File: src/rtl/rect_flip_engine_pkg.sv
// Shared types and index helper for the rectangle flip engine.
// Matrix element (r,c) lives at bit N-1-(c*ROWS+r) of the packed matrix.
package rect_flip_engine_pkg;

    typedef enum logic [1:0] {
        ST_OK      = 2'd0,
        ST_NOSWAP  = 2'd1,
        ST_INVALID = 2'd2
    } rsp_status_e;

    typedef enum logic [1:0] {
        IDLE  = 2'd0,
        READY = 2'd1,
        EVAL  = 2'd2,
        RESP  = 2'd3
    } state_e;

    function automatic int bit_idx(input int r, input int c, input int rows, input int n);
        return n - 1 - (c * rows + r);
    endfunction

endpackage

File: src/rtl/rect_flip_engine_if.sv
// Load / command / response bus of the rectangle flip engine, plus matrix and counter taps.
interface rect_flip_engine_if #(
    parameter int ROWS  = 4,
    parameter int COLS  = 4,
    parameter int CNT_W = 16
);
    localparam int N  = ROWS * COLS;
    localparam int RW = $clog2(ROWS);
    localparam int CW = $clog2(COLS);

    logic                               load_valid;
    logic                               load_ready;
    logic [N-1:0]                       load_data;
    logic                               cmd_valid;
    logic                               cmd_ready;
    logic [RW-1:0]                      cmd_r1;
    logic [RW-1:0]                      cmd_r2;
    logic [CW-1:0]                      cmd_c1;
    logic [CW-1:0]                      cmd_c2;
    logic                               cmd_force;
    logic                               rsp_valid;
    logic                               rsp_ready;
    rect_flip_engine_pkg::rsp_status_e  rsp_status;
    logic [N-1:0]                       m_out;
    logic [CNT_W-1:0]                   swap_cnt;
    logic [CNT_W-1:0]                   reject_cnt;

    modport slave (
        input  load_valid, load_data, cmd_valid, cmd_r1, cmd_r2, cmd_c1, cmd_c2,
               cmd_force, rsp_ready,
        output load_ready, cmd_ready, rsp_valid, rsp_status, m_out, swap_cnt, reject_cnt
    );

    modport master (
        output load_valid, load_data, cmd_valid, cmd_r1, cmd_r2, cmd_c1, cmd_c2,
               cmd_force, rsp_ready,
        input  load_ready, cmd_ready, rsp_valid, rsp_status, m_out, swap_cnt, reject_cnt
    );

endinterface

File: src/rtl/rect_flip_engine_corner_mask.sv
// Combinational rectangle decode: index validity, 4-corner flip mask and the corner values.
module rect_flip_engine_corner_mask
    import rect_flip_engine_pkg::*;
#(
    parameter int ROWS = 4,
    parameter int COLS = 4,
    localparam int N   = ROWS * COLS,
    localparam int RW  = $clog2(ROWS),
    localparam int CW  = $clog2(COLS)
) (
    input  logic [N-1:0]  i_matrix,
    input  logic [RW-1:0] i_r1,
    input  logic [RW-1:0] i_r2,
    input  logic [CW-1:0] i_c1,
    input  logic [CW-1:0] i_c2,
    output logic          o_idx_ok,
    output logic [N-1:0]  o_mask,
    output logic          o_a,
    output logic          o_b,
    output logic          o_c,
    output logic          o_d
);
    localparam int IW = $clog2(N);

    logic [IW-1:0] w_ia, w_ib, w_ic, w_id;

    // NOTE: every output gets a default before the conditional writes, so no latch is inferred.
    always_comb begin
        w_ia = IW'(bit_idx(int'(i_r1), int'(i_c1), ROWS, N));
        w_ib = IW'(bit_idx(int'(i_r1), int'(i_c2), ROWS, N));
        w_ic = IW'(bit_idx(int'(i_r2), int'(i_c1), ROWS, N));
        w_id = IW'(bit_idx(int'(i_r2), int'(i_c2), ROWS, N));
        o_idx_ok = (i_r1 != i_r2) && (i_c1 != i_c2)
                && (int'(i_r1) < ROWS) && (int'(i_r2) < ROWS)
                && (int'(i_c1) < COLS) && (int'(i_c2) < COLS);
        o_mask = '0;
        o_a    = 1'b0;
        o_b    = 1'b0;
        o_c    = 1'b0;
        o_d    = 1'b0;
        if (o_idx_ok) begin
            o_mask[w_ia] = 1'b1;
            o_mask[w_ib] = 1'b1;
            o_mask[w_ic] = 1'b1;
            o_mask[w_id] = 1'b1;
            o_a = i_matrix[w_ia];
            o_b = i_matrix[w_ib];
            o_c = i_matrix[w_ic];
            o_d = i_matrix[w_id];
        end
    end

endmodule

File: src/rtl/rect_flip_engine.sv
// Stateful rectangle-loop swap engine: matrix register, command FSM, response and
// saturating swap/reject counters around a combinational corner decoder.
module rect_flip_engine
    import rect_flip_engine_pkg::*;
#(
    parameter int ROWS  = 4,
    parameter int COLS  = 4,
    parameter int CNT_W = 16
) (
    input  logic               clk,
    input  logic               rst_n,
    rect_flip_engine_if.slave  bus
);
    localparam int N  = ROWS * COLS;
    localparam int RW = $clog2(ROWS);
    localparam int CW = $clog2(COLS);
    localparam logic [CNT_W-1:0] CNT_MAX = '1;

    state_e           r_state;
    logic [N-1:0]     r_matrix;
    logic [RW-1:0]    r_r1, r_r2;
    logic [CW-1:0]    r_c1, r_c2;
    logic             r_force;
    rsp_status_e      r_rsp_status;
    logic             r_rsp_valid;
    logic             r_load_ready;
    logic             r_cmd_en;
    logic [CNT_W-1:0] r_swap_cnt;
    logic [CNT_W-1:0] r_reject_cnt;

    logic             w_idx_ok;
    logic [N-1:0]     w_mask;
    logic             w_a, w_b, w_c, w_d;
    logic             w_load_fire;
    logic             w_cmd_fire;
    rsp_status_e      w_status;

    rect_flip_engine_corner_mask #(
        .ROWS (ROWS),
        .COLS (COLS)
    ) u_corner_mask (
        .i_matrix (r_matrix),
        .i_r1     (r_r1),
        .i_r2     (r_r2),
        .i_c1     (r_c1),
        .i_c2     (r_c2),
        .o_idx_ok (w_idx_ok),
        .o_mask   (w_mask),
        .o_a      (w_a),
        .o_b      (w_b),
        .o_c      (w_c),
        .o_d      (w_d)
    );

    // A pending load blocks command acceptance in the same cycle.
    assign bus.cmd_ready  = r_cmd_en & ~bus.load_valid;
    assign bus.load_ready = r_load_ready;
    assign bus.rsp_valid  = r_rsp_valid;
    assign bus.rsp_status = r_rsp_status;
    assign bus.m_out      = r_matrix;
    assign bus.swap_cnt   = r_swap_cnt;
    assign bus.reject_cnt = r_reject_cnt;

    assign w_load_fire = bus.load_valid & r_load_ready;
    assign w_cmd_fire  = bus.cmd_valid & bus.cmd_ready;

    always_comb begin
        if (!w_idx_ok)
            w_status = ST_INVALID;
        else if (r_force || ((w_a == w_d) && (w_b == w_c) && (w_a != w_b)))
            w_status = ST_OK;
        else
            w_status = ST_NOSWAP;
    end

    // NOTE: all state updates use non-blocking assignments so every register samples pre-edge values.
    always_ff @(posedge clk) begin
        if (!rst_n) begin
            r_state      <= IDLE;
            r_matrix     <= '0;
            r_r1         <= '0;
            r_r2         <= '0;
            r_c1         <= '0;
            r_c2         <= '0;
            r_force      <= 1'b0;
            r_rsp_status <= ST_OK;
            r_rsp_valid  <= 1'b0;
            r_load_ready <= 1'b1;
            r_cmd_en     <= 1'b0;
            r_swap_cnt   <= '0;
            r_reject_cnt <= '0;
        end else begin
            case (r_state)
                IDLE, READY: begin
                    if (w_load_fire) begin
                        r_matrix     <= bus.load_data;
                        r_swap_cnt   <= '0;
                        r_reject_cnt <= '0;
                        r_state      <= READY;
                        r_cmd_en     <= 1'b1;
                    end else if (w_cmd_fire) begin
                        r_r1         <= bus.cmd_r1;
                        r_r2         <= bus.cmd_r2;
                        r_c1         <= bus.cmd_c1;
                        r_c2         <= bus.cmd_c2;
                        r_force      <= bus.cmd_force;
                        r_state      <= EVAL;
                        r_load_ready <= 1'b0;
                        r_cmd_en     <= 1'b0;
                    end
                end
                EVAL: begin
                    r_rsp_status <= w_status;
                    r_rsp_valid  <= 1'b1;
                    r_state      <= RESP;
                    if (w_status == ST_OK) begin
                        r_matrix <= r_matrix ^ w_mask;
                        if (r_swap_cnt != CNT_MAX)
                            r_swap_cnt <= r_swap_cnt + CNT_W'(1);
                    end else if (r_reject_cnt != CNT_MAX) begin
                        r_reject_cnt <= r_reject_cnt + CNT_W'(1);
                    end
                end
                RESP: begin
                    if (bus.rsp_ready) begin
                        r_rsp_valid  <= 1'b0;
                        r_state      <= READY;
                        r_load_ready <= 1'b1;
                        r_cmd_en     <= 1'b1;
                    end
                end
                default: r_state <= IDLE;
            endcase
        end
    end

endmodule

File: src/flat_wrapper.sv
// flat-port wrapper written by rule: the top's interface ports become plain ports
module rect_flip_engine_flat import rect_flip_engine_pkg::*;
#(
    parameter int ROWS  = 4,
    parameter int COLS  = 4,
    parameter int CNT_W = 16
)
  (clk, rst_n, bus_load_valid, bus_load_data, bus_cmd_valid, bus_cmd_r1, bus_cmd_r2, bus_cmd_c1, bus_cmd_c2, bus_cmd_force, bus_rsp_ready, bus_load_ready, bus_cmd_ready, bus_rsp_valid, bus_rsp_status, bus_m_out, bus_swap_cnt, bus_reject_cnt);
  rect_flip_engine_if #(.ROWS(ROWS), .COLS(COLS), .CNT_W(CNT_W)) bus_i ();
  input  logic clk;
  input  logic rst_n;
  input wire logic [$bits(bus_i.load_valid)-1:0] bus_load_valid;
  input wire logic [$bits(bus_i.load_data)-1:0] bus_load_data;
  input wire logic [$bits(bus_i.cmd_valid)-1:0] bus_cmd_valid;
  input wire logic [$bits(bus_i.cmd_r1)-1:0] bus_cmd_r1;
  input wire logic [$bits(bus_i.cmd_r2)-1:0] bus_cmd_r2;
  input wire logic [$bits(bus_i.cmd_c1)-1:0] bus_cmd_c1;
  input wire logic [$bits(bus_i.cmd_c2)-1:0] bus_cmd_c2;
  input wire logic [$bits(bus_i.cmd_force)-1:0] bus_cmd_force;
  input wire logic [$bits(bus_i.rsp_ready)-1:0] bus_rsp_ready;
  output wire logic [$bits(bus_i.load_ready)-1:0] bus_load_ready;
  output wire logic [$bits(bus_i.cmd_ready)-1:0] bus_cmd_ready;
  output wire logic [$bits(bus_i.rsp_valid)-1:0] bus_rsp_valid;
  output wire logic [$bits(bus_i.rsp_status)-1:0] bus_rsp_status;
  output wire logic [$bits(bus_i.m_out)-1:0] bus_m_out;
  output wire logic [$bits(bus_i.swap_cnt)-1:0] bus_swap_cnt;
  output wire logic [$bits(bus_i.reject_cnt)-1:0] bus_reject_cnt;
  assign bus_i.load_valid = bus_load_valid;
  assign bus_i.load_data = bus_load_data;
  assign bus_i.cmd_valid = bus_cmd_valid;
  assign bus_i.cmd_r1 = bus_cmd_r1;
  assign bus_i.cmd_r2 = bus_cmd_r2;
  assign bus_i.cmd_c1 = bus_cmd_c1;
  assign bus_i.cmd_c2 = bus_cmd_c2;
  assign bus_i.cmd_force = bus_cmd_force;
  assign bus_i.rsp_ready = bus_rsp_ready;
  assign bus_load_ready = bus_i.load_ready;
  assign bus_cmd_ready = bus_i.cmd_ready;
  assign bus_rsp_valid = bus_i.rsp_valid;
  assign bus_rsp_status = bus_i.rsp_status;
  assign bus_m_out = bus_i.m_out;
  assign bus_swap_cnt = bus_i.swap_cnt;
  assign bus_reject_cnt = bus_i.reject_cnt;
  rect_flip_engine #(.ROWS(ROWS), .COLS(COLS), .CNT_W(CNT_W)) u_core (.clk(clk), .rst_n(rst_n), .bus(bus_i));
endmodule
File: config.mk
export PLATFORM = sky130hd
export DESIGN_NAME = rect_flip_engine_flat
export DESIGN_NICKNAME = d
export VERILOG_FILES = /design/src/rtl/rect_flip_engine_pkg.sv /design/src/rtl/rect_flip_engine_if.sv /design/src/rtl/rect_flip_engine_corner_mask.sv /design/src/rtl/rect_flip_engine.sv /design/src/flat_wrapper.sv
export SDC_FILE = /design/constraint.sdc
export NUM_CORES = 1
export LEC_CHECK = 0
export CORE_ASPECT_RATIO = 1.25
export CORE_MARGIN = 8
export CORE_UTILIZATION = 26
export DETAILED_ROUTE_END_ITERATION = 6
export PLACE_DENSITY = 0.42
export SYNTH_ARGS = -nofsm -noshare
export SYNTH_HDL_FRONTEND = slang
export SYNTH_SLANG_ARGS = --single-unit
File: constraint.sdc
create_clock -name clk -period 3.1 [get_ports clk]
set_input_delay 0.31 -clock clk [delete_from_list [all_inputs] [get_ports clk]]
set_output_delay 0.31 -clock clk [all_outputs]
set_load 0.03 [all_outputs]
==> results of run 1 <==
-- flip-flops by register name, summed over array words and instances (netlist names) --
| name | flops |
|---|---|
| u_core.bus.m_out | 16 |
| u_core.bus.reject_cnt | 16 |
| u_core.bus.swap_cnt | 16 |
| u_core.bus.rsp_status | 2 |
| u_core.r_c1 | 2 |
| u_core.r_c2 | 2 |
| u_core.r_r1 | 2 |
| u_core.r_r2 | 2 |
| u_core.r_state | 2 |
| u_core.bus.load_ready | 1 |
| u_core.bus.rsp_valid | 1 |
| u_core.r_cmd_en | 1 |
| u_core.r_force | 1 |
-- stage by stage --
stage / std cells / hold slack, ns
after CTS: 753 / 0.466
after floorplan: 486 / 0.446
after detailed placement: 739 / 0.453
after global placement: 739 / 0.451
after global routing: 753 / 0.497
final: 753 / 0.461
-- final cells by class --
type	instances	area, um^2	share of cell area [%]
inverters	8	30.0	0.575
multi-input cells	383	2450	46.9
well taps	182	228	4.36
repair buffers	102	983	18.8
clock inverters	1	5.00	0.0958
clock buffers	13	250	4.79
flip-flops and latches	64	1280	24.5
-- metal layers --
metal / GRT usage [%] / part of all wire (%) / vias to the layer above
met3: 2.89 / 4.3 / 19
met1: 17.2 / 45 / 1953
met5: 0 / 0 / -
met4: 6.72 / 1.9 / 0
met2: 24.1 / 49 / 97
li1: - / - / 1969
-- placed cells by master, fill, tap and decap left out, types with 8 or more instances in the layout --
cell and n:
sky130_fd_sc_hd__a31oi_1 16, sky130_fd_sc_hd__xnor2_1 8, sky130_fd_sc_hd__mux2i_1 14, sky130_fd_sc_hd__o21ai_0 15, sky130_fd_sc_hd__nand2_1 94, sky130_fd_sc_hd__clkbuf_16 9, sky130_fd_sc_hd__a21oi_1 26, sky130_fd_sc_hd__nor2_1 22
sky130_fd_sc_hd__buf_4 19, sky130_fd_sc_hd__o31ai_1 23, sky130_fd_sc_hd__or3_1 12, sky130_fd_sc_hd__dfxtp_1 64, sky130_fd_sc_hd__inv_1 8, sky130_fd_sc_hd__nand3_1 32, sky130_fd_sc_hd__clkdlybuf4s50_1 82, sky130_fd_sc_hd__o211ai_1 21
sky130_fd_sc_hd__o21ai_1 11, sky130_fd_sc_hd__or4_1 12
-- power breakdown --
group | internal, uW | switching, uW | total (uW) | leakage [uW]
clock | 553 | 369 | 923 | 0.000126
sequential | 847 | 40.1 | 887 | 0.000519
combinational | 136 | 173 | 309 | 0.00101
total | 1540 | 583 | 2120 | 0.00166
-- worst paths after layout --
path                            slack [ns]                       end                     start
worst max register to register        0.25  u_core.bus.reject_cnt[6]            u_core.r_r1[0]
worst max-delay path                  0.25  u_core.bus.reject_cnt[6]            u_core.r_r1[0]
worst min register to register        0.46  u_core.bus.rsp_status[0]  u_core.bus.rsp_status[0]
worst min-delay path                  0.46  u_core.bus.rsp_status[0]  u_core.bus.rsp_status[0]
-- tightest hold or removal path, cell delays in order, from the launching register on --
cell	delay [ns]
sky130_fd_sc_hd__dfxtp_1	0.31
sky130_fd_sc_hd__nand2_1	0.05
sky130_fd_sc_hd__a21oi_1	0.05
-- kinds of logic (layout without fill, tap and decap cells) --
group                      count (synthesis)  after routing  synth area share [%]
AOI/OAI and AO/OA                        139            139                  25.4
xor gates and xnor gates                  11             11                  2.46
adders and majority gates                  2              2                 0.639
muxes                                     22             22                  8.27
and+or+nand+nor                          209            209                  25.8
buffers and inverters                     39            124                  4.79
DFF                                       64             64                  32.7
==> results.txt, run 1 <==
----------------------------------------------------
[Die]
  Width of the chip ... 126 um
  Vertical die dimension ... 153 um
  Area enclosed by the die boundary ... 19300 um^2
  # rows ... 50
  Ports ... 83
  Effective utilization at floorplan ... 26.3%
  Core area ... 14900 um^2

[Clocking]
  Hold bufs inserted after CTS ... 0
  Post-CTS setup buffer count ... 0
  Clock edge transition at the registers on the reported setup and hold paths ... 0.05 ns
  Insertion delay of the later-clocked pin in the worst-skew pair ... 0.34 ns
  Maximum root-to-sink buffer count ... 2
  CTS Sinks ... 64
  Clock tree from TritonCTS ... done
  Cell at the root of the clock tree ... sky130_fd_sc_hd__clkbuf_16
  Number of buffers created by CTS ... 9
  Number of levels in the clock H-tree ... 3
  Post-cts resize count ... 0

[Timing]
  Total Negative Setup Slacks ... 0 ns
  Final worst slack ... 0.247 ns
  Count of final hold-check violations ... 0
  Max transition margin ... 55.2%
  RSZ-0062 raised after global routing ... no
  Max-slew violation total from the final report ... 0
  Final worst-path cycle share ... 92.0%
  Max Freq ... 350 MHz
  Slew at the pin closest to its max-slew limit ... 0.669 ns
  Final period demand of the worst path ... 2.85 ns
  Worst clock skew ... 0.00808 ns
  Final setup violation count ... 0

[Yosys]
  Cell Area, Synth ... 3920 um^2
  Cells taking the most area after synthesis ... sky130_fd_sc_hd__dfxtp_1, sky130_fd_sc_hd__nand2_1, sky130_fd_sc_hd__o31ai_1, sky130_fd_sc_hd__nand3_1, sky130_fd_sc_hd__mux4_2
  Post-synth cell types ... 50
  Count of state elements after synthesis ... 64
  Cell type with the highest aggregate area in the netlist ... sky130_fd_sc_hd__dfxtp_1
  Share of async-settable or async-resettable flops after synthesis ... 0%
  Post-Synthesis Mean Instance Area ... 8.06 um^2
  Synthesized netlist cell count ... 486
  Post-Syn Nets ... 518
  Number of enable-type register cells in the synthesized netlist ... 0
  Top cells by count, synth ... sky130_fd_sc_hd__nand2_1, sky130_fd_sc_hd__dfxtp_1, sky130_fd_sc_hd__nand3_1
  Most frequently used cell type in the post-synthesis netlist ... sky130_fd_sc_hd__nand2_1
  Yosys warning count ... 0
  Register area share after synthesis ... 32.7%
  Share of the synthesized area in the top cell type ... 32.7%
  Top FF cell, synth ... sky130_fd_sc_hd__dfxtp_1

[Worst setup path]
  Path depth of the worst reg2reg path ... 7
  Required time reported for the critical path endpoint ... 3.33 ns
  Startpoint type of the worst setup path ... flip-flop
  CP peak stage delay ... 0.73 ns
  Kind of cell adding the most delay to the critical path ... simple AND/OR/NAND/NOR gates
  Critical path peak fanout ... 9
  Critical path buffer and inverter count ... 0
  WP depth ... 7
  Cell-by-cell listing of the critical path ... mux4_2 -> a22oi_2 -> nand3_2 -> or4_1 -> a41oi_4 -> xor2_1 -> nor2_1
  Data arrival time of the critical path ... 3.08 ns
  Worst Path Class, Setup ... flip-flop to flip-flop
  Endpoint kind of the worst setup timing path ... flip-flop
  Slowest library cell on the worst path ... sky130_fd_sc_hd__or4_1

[Finish]
  Final design area excluding fillers ... 5230 um^2
  Synthesis-to-layout area growth ... 33.4%
  Final core utilization ... 35.1%
  Proportion of layout cells with a drive suffix above 1 ... 9.46%
  Number of nets at the end of the flow ... 600
  Antenna Diode Count ... 0
  Count of fill cells added during filler insertion ... 1596

[Min path]
  Hold Path Stages ... 2
  Hold Path Class ... flip-flop to flip-flop

[Outcome]
  Status ... finished clean

[Placement]
  Post-placement setup slack ... 0.238 ns
  DP Area ... 4970 um^2
  Global placement routability congestion ... 0.831
  Post-DP HPWL ... 10000 um
  Input/output buffers ... 82

[Detailed routing]
  Total wire length after detailed routing ... 13800 um
  Initial drt markers ... 255
  Via-per-instance ratio ... 5.36
  Antenna viol nets, final ... 0
  Total vias in the final route ... 4038
  Residual DRC ... 0
  DRT Pass-1 Iters ... 4
  Average wire length per cell after detail routing ... 18.3 um

[GRT]
  Congestion Overflow GR ... 0
  First-pass GRT wire length ... 22100 um
  Antenna violations before repair ... 0
  All-Layer GR Usage ... 14.3%
  Pin count of the biggest net entering global routing ... 41
  Number of global-route vias before repair ... 4019

[Pwr]
  Maximum ir drop on the vdd rail ... 0.000188 V
  Total power of the final layout ... 2120 uW
  Power density over the cells ... 405 nW/um^2
  Leakage Power ... 0.00166 uW

[Job]
  Count of max-cap constraint violations ... 0

----------------------------------------------------
Note: power is estimated with default switching activity, not from simulation.
==> run 2: changes to the inputs <==
DONT_BUFFER_PORTS = 1   (was unset)
PLACE_DENSITY = 0.35   (was 0.42)
==> run 2 against run 1 <==
  * Cell count shrank 7.7%
  * Clock power is 9% higher
  * Count of clock-buffer cells in the layout decreased by 1
  * Die area unchanged
  * Via count is 6.9% lower
  * Critical endpoint is now u_core.bus.m_out[0]
  * Sequential cell count unchanged
  * Critical path depth increased by 1
  * Register-to-register slack about the same
  * Wire length down 1.5%
  * Worst setup slack improved by 0.0093 ns
  * Final area down 12%
  * Clock skew down 0.0029 ns
==> results.txt, run 2 (synthesized netlist as in run 1, its figures left out) <==
----------------------------------------------------
[Finish]
  Proportion of layout cells with a drive suffix above 1 ... 16.2% (was 9.46%)
  Leading cell type in the layout, fill and taps excluded ... sky130_fd_sc_hd__nand2_1 (unchanged)
  Highest-count cells in the layout ignoring fill and taps ... sky130_fd_sc_hd__nand2_1, sky130_fd_sc_hd__dfxtp_1, sky130_fd_sc_hd__buf_4 (was sky130_fd_sc_hd__nand2_1, sky130_fd_sc_hd__clkdlybuf4s50_1, sky130_fd_sc_hd__dfxtp_1)
  Number of nets at the end of the flow ... 540 (was 600)
  Synthesis-to-layout area growth ... 17.9% (was 33.4%)
  Count of fill cells added during filler insertion ... 1581 (was 1596)
  Antenna Diode Count ... 0 (unchanged)
  Final core utilization ... 31.0% (was 35.1%)

[Worst setup path]
  Endpoint kind of the worst setup timing path ... flip-flop (unchanged)
  Startpoint type of the worst setup path ... flip-flop (unchanged)
  Required time reported for the critical path endpoint ... 3.36 ns (was 3.33 ns)
  Worst Path Class, Setup ... flip-flop to flip-flop (unchanged)
  Critical path peak fanout ... 16 (was 9)
  Data arrival time of the critical path ... 3.10 ns (was 3.08 ns)

[GRT]
  All-Layer GR Usage ... 14.4% (was 14.3%)
  Grt peak-use layer ... met2 (unchanged)
  Pin count of the biggest net entering global routing ... 31 (was 41)
  Antenna violations before repair ... 0 (unchanged)
  Number of global-route vias before repair ... 3838 (was 4019)
  Congestion Overflow GR ... 0 (unchanged)
  GRT met2 Usage ... 25.5% (was 24.1%)
  First-pass GRT wire length ... 21900 um (was 22100 um)
  Routing usage on met3 ... 4.21% (was 2.89%)
  Met1 routing resource usage after global routing ... 16.0% (was 17.2%)

[Timing]
  Final hold slack ... 0.0590 ns (was 0.461 ns)
  Total Negative Setup Slacks ... 0 ns (unchanged)
  Count of final hold-check violations ... 0 (unchanged)
  Final period demand of the worst path ... 2.84 ns (was 2.85 ns)
  RSZ-0062 raised after global routing ... no (unchanged)
  Final setup violation count ... 0 (unchanged)
  Max-slew violation total from the final report ... 0 (unchanged)
  Max transition margin ... 56.0% (was 55.2%)
  Max Freq ... 352 MHz (was 350 MHz)
  Worst clock skew ... 0.00522 ns (was 0.00808 ns)
  Final worst-path cycle share ... 91.7% (was 92.0%)
  Slew at the pin closest to its max-slew limit ... 0.653 ns (was 0.669 ns)

[Pwr]
  Leakage Power ... 0.00150 uW (was 0.00166 uW)
  Total power of the final layout ... 2150 uW (was 2120 uW)
  Power density over the cells ... 466 nW/um^2 (was 405 nW/um^2)
  Maximum ir drop on the vdd rail ... 0.000189 V (was 0.000188 V)

[Die]
  Effective utilization at floorplan ... 26.3% (unchanged)
  Ports ... 83 (unchanged)
  Width of the chip ... 126 um (unchanged)
  Core area ... 14900 um^2 (unchanged)
  # rows ... 50 (unchanged)
  Area enclosed by the die boundary ... 19300 um^2 (unchanged)
  Vertical die dimension ... 153 um (unchanged)

[Detailed routing]
  Via-per-instance ratio ... 5.41 (was 5.36)
  Total vias in the final route ... 3761 (was 4038)
  Residual DRC ... 0 (unchanged)
  Initial drt markers ... 202 (was 255)
  Total wire length after detailed routing ... 13500 um (was 13800 um)
  Average wire length per cell after detail routing ... 19.5 um (was 18.3 um)
  Antenna viol nets, final ... 0 (unchanged)
  DRT Pass-1 Iters ... 4 (unchanged)

[Clocking]
  Clock tree from TritonCTS ... done (unchanged)
  Number of buffers created by CTS ... 9 (unchanged)
  Clock edge transition at the registers on the reported setup and hold paths ... 0.05 ns (about the same)
  CTS Sinks ... 64 (unchanged)
  Insertion delay of the later-clocked pin in the worst-skew pair ... 0.34 ns (about the same)
  Number of levels in the clock H-tree ... 3 (unchanged)
  Cell at the root of the clock tree ... sky130_fd_sc_hd__clkbuf_16 (unchanged)
  Maximum root-to-sink buffer count ... 2 (unchanged)

[Outcome]
  Status ... finished clean (unchanged)

[Placement]
  Input/output buffers ... 0 (was 82)
  Post-DP HPWL ... 9990 um (was 10000 um)
  Global placement routability congestion ... 0.804 (was 0.831)

[Min path]
  Hold Path Class ... input port to flip-flop (was flip-flop to flip-flop)

[Job]
  Count of max-cap constraint violations ... 0 (unchanged)

----------------------------------------------------
## run 2: area by class of cell
type                       count  area (um^2)  share of cell area (%)
clock buffer                  12          236                    5.12
clock inverter                 4         45.0                   0.976
inverter                       8         30.0                   0.650
multi-input combinational    383         2470                    53.4
sequential                    64         1280                    27.8
tap                          182          228                    4.93
timing repair buffer          42          328                    7.10
## run 2: per-stage QoR
| step | area, um^2 | cells | setup slack, ns |
|---|---|---|---|
| 6_report | 4620 | 695 | 0.256 |
| 5_1_grt | 4620 | 695 | 0.0262 |
| 4_1_cts | 4580 | 694 | 0.0875 |
| 3_5_place_dp | 4300 | 678 | 0.0982 |
| 3_3_place_gp | 4300 | 678 | 0.125 |
| 2_1_floorplan | 3920 | 486 | 0.505 |
## run 2: what timing repair did
| action | in CTS | in global routing |
|---|---|---|
| setup buffers | 0 | 1 |
| gates resized for setup | 0 | 4 |
| hold buffers | 0 | 0 |
| endpoints found under the setup margin | 0 | 20 |
## run 2: final timing paths
path	start	endpoint	slack [ns]	cells past startpoint
worst min register to register	u_core.r_cmd_en	u_core.r_cmd_en	0.48	2
worst max register to register	u_core.r_r1[0]	u_core.bus.m_out[0]	0.26	8
worst max-delay path	u_core.r_r1[0]	u_core.bus.m_out[0]	0.26	8
worst min-delay path	rst_n	u_core.bus.load_ready	0.06	1
## run 2: where the power goes
group	internal (uW)	switching, uW	total, uW	leakage (uW)
clock	619	386	1010	0.000140
sequential	847	28.6	875	0.000520
combinational	94.0	177	271	0.000841
total	1560	592	2150	0.00150
## run 2: worst max-delay path, cell delays in order, from the launching register on
cell                       delay, ns
sky130_fd_sc_hd__dfxtp_1        0.46
sky130_fd_sc_hd__mux4_2         0.56
sky130_fd_sc_hd__a22oi_2        0.20
sky130_fd_sc_hd__nand3_2        0.17
sky130_fd_sc_hd__or4_4          0.67
sky130_fd_sc_hd__a21boi_4       0.15
sky130_fd_sc_hd__buf_4          0.24
sky130_fd_sc_hd__o21ai_0        0.12
sky130_fd_sc_hd__a31oi_1        0.19
## run 2: layer usage
metal,share of wire [%],wire [um]
met1,41,5600
met2,51,6940
met3,6.1,826
met4,1.3,177
met5,0,0
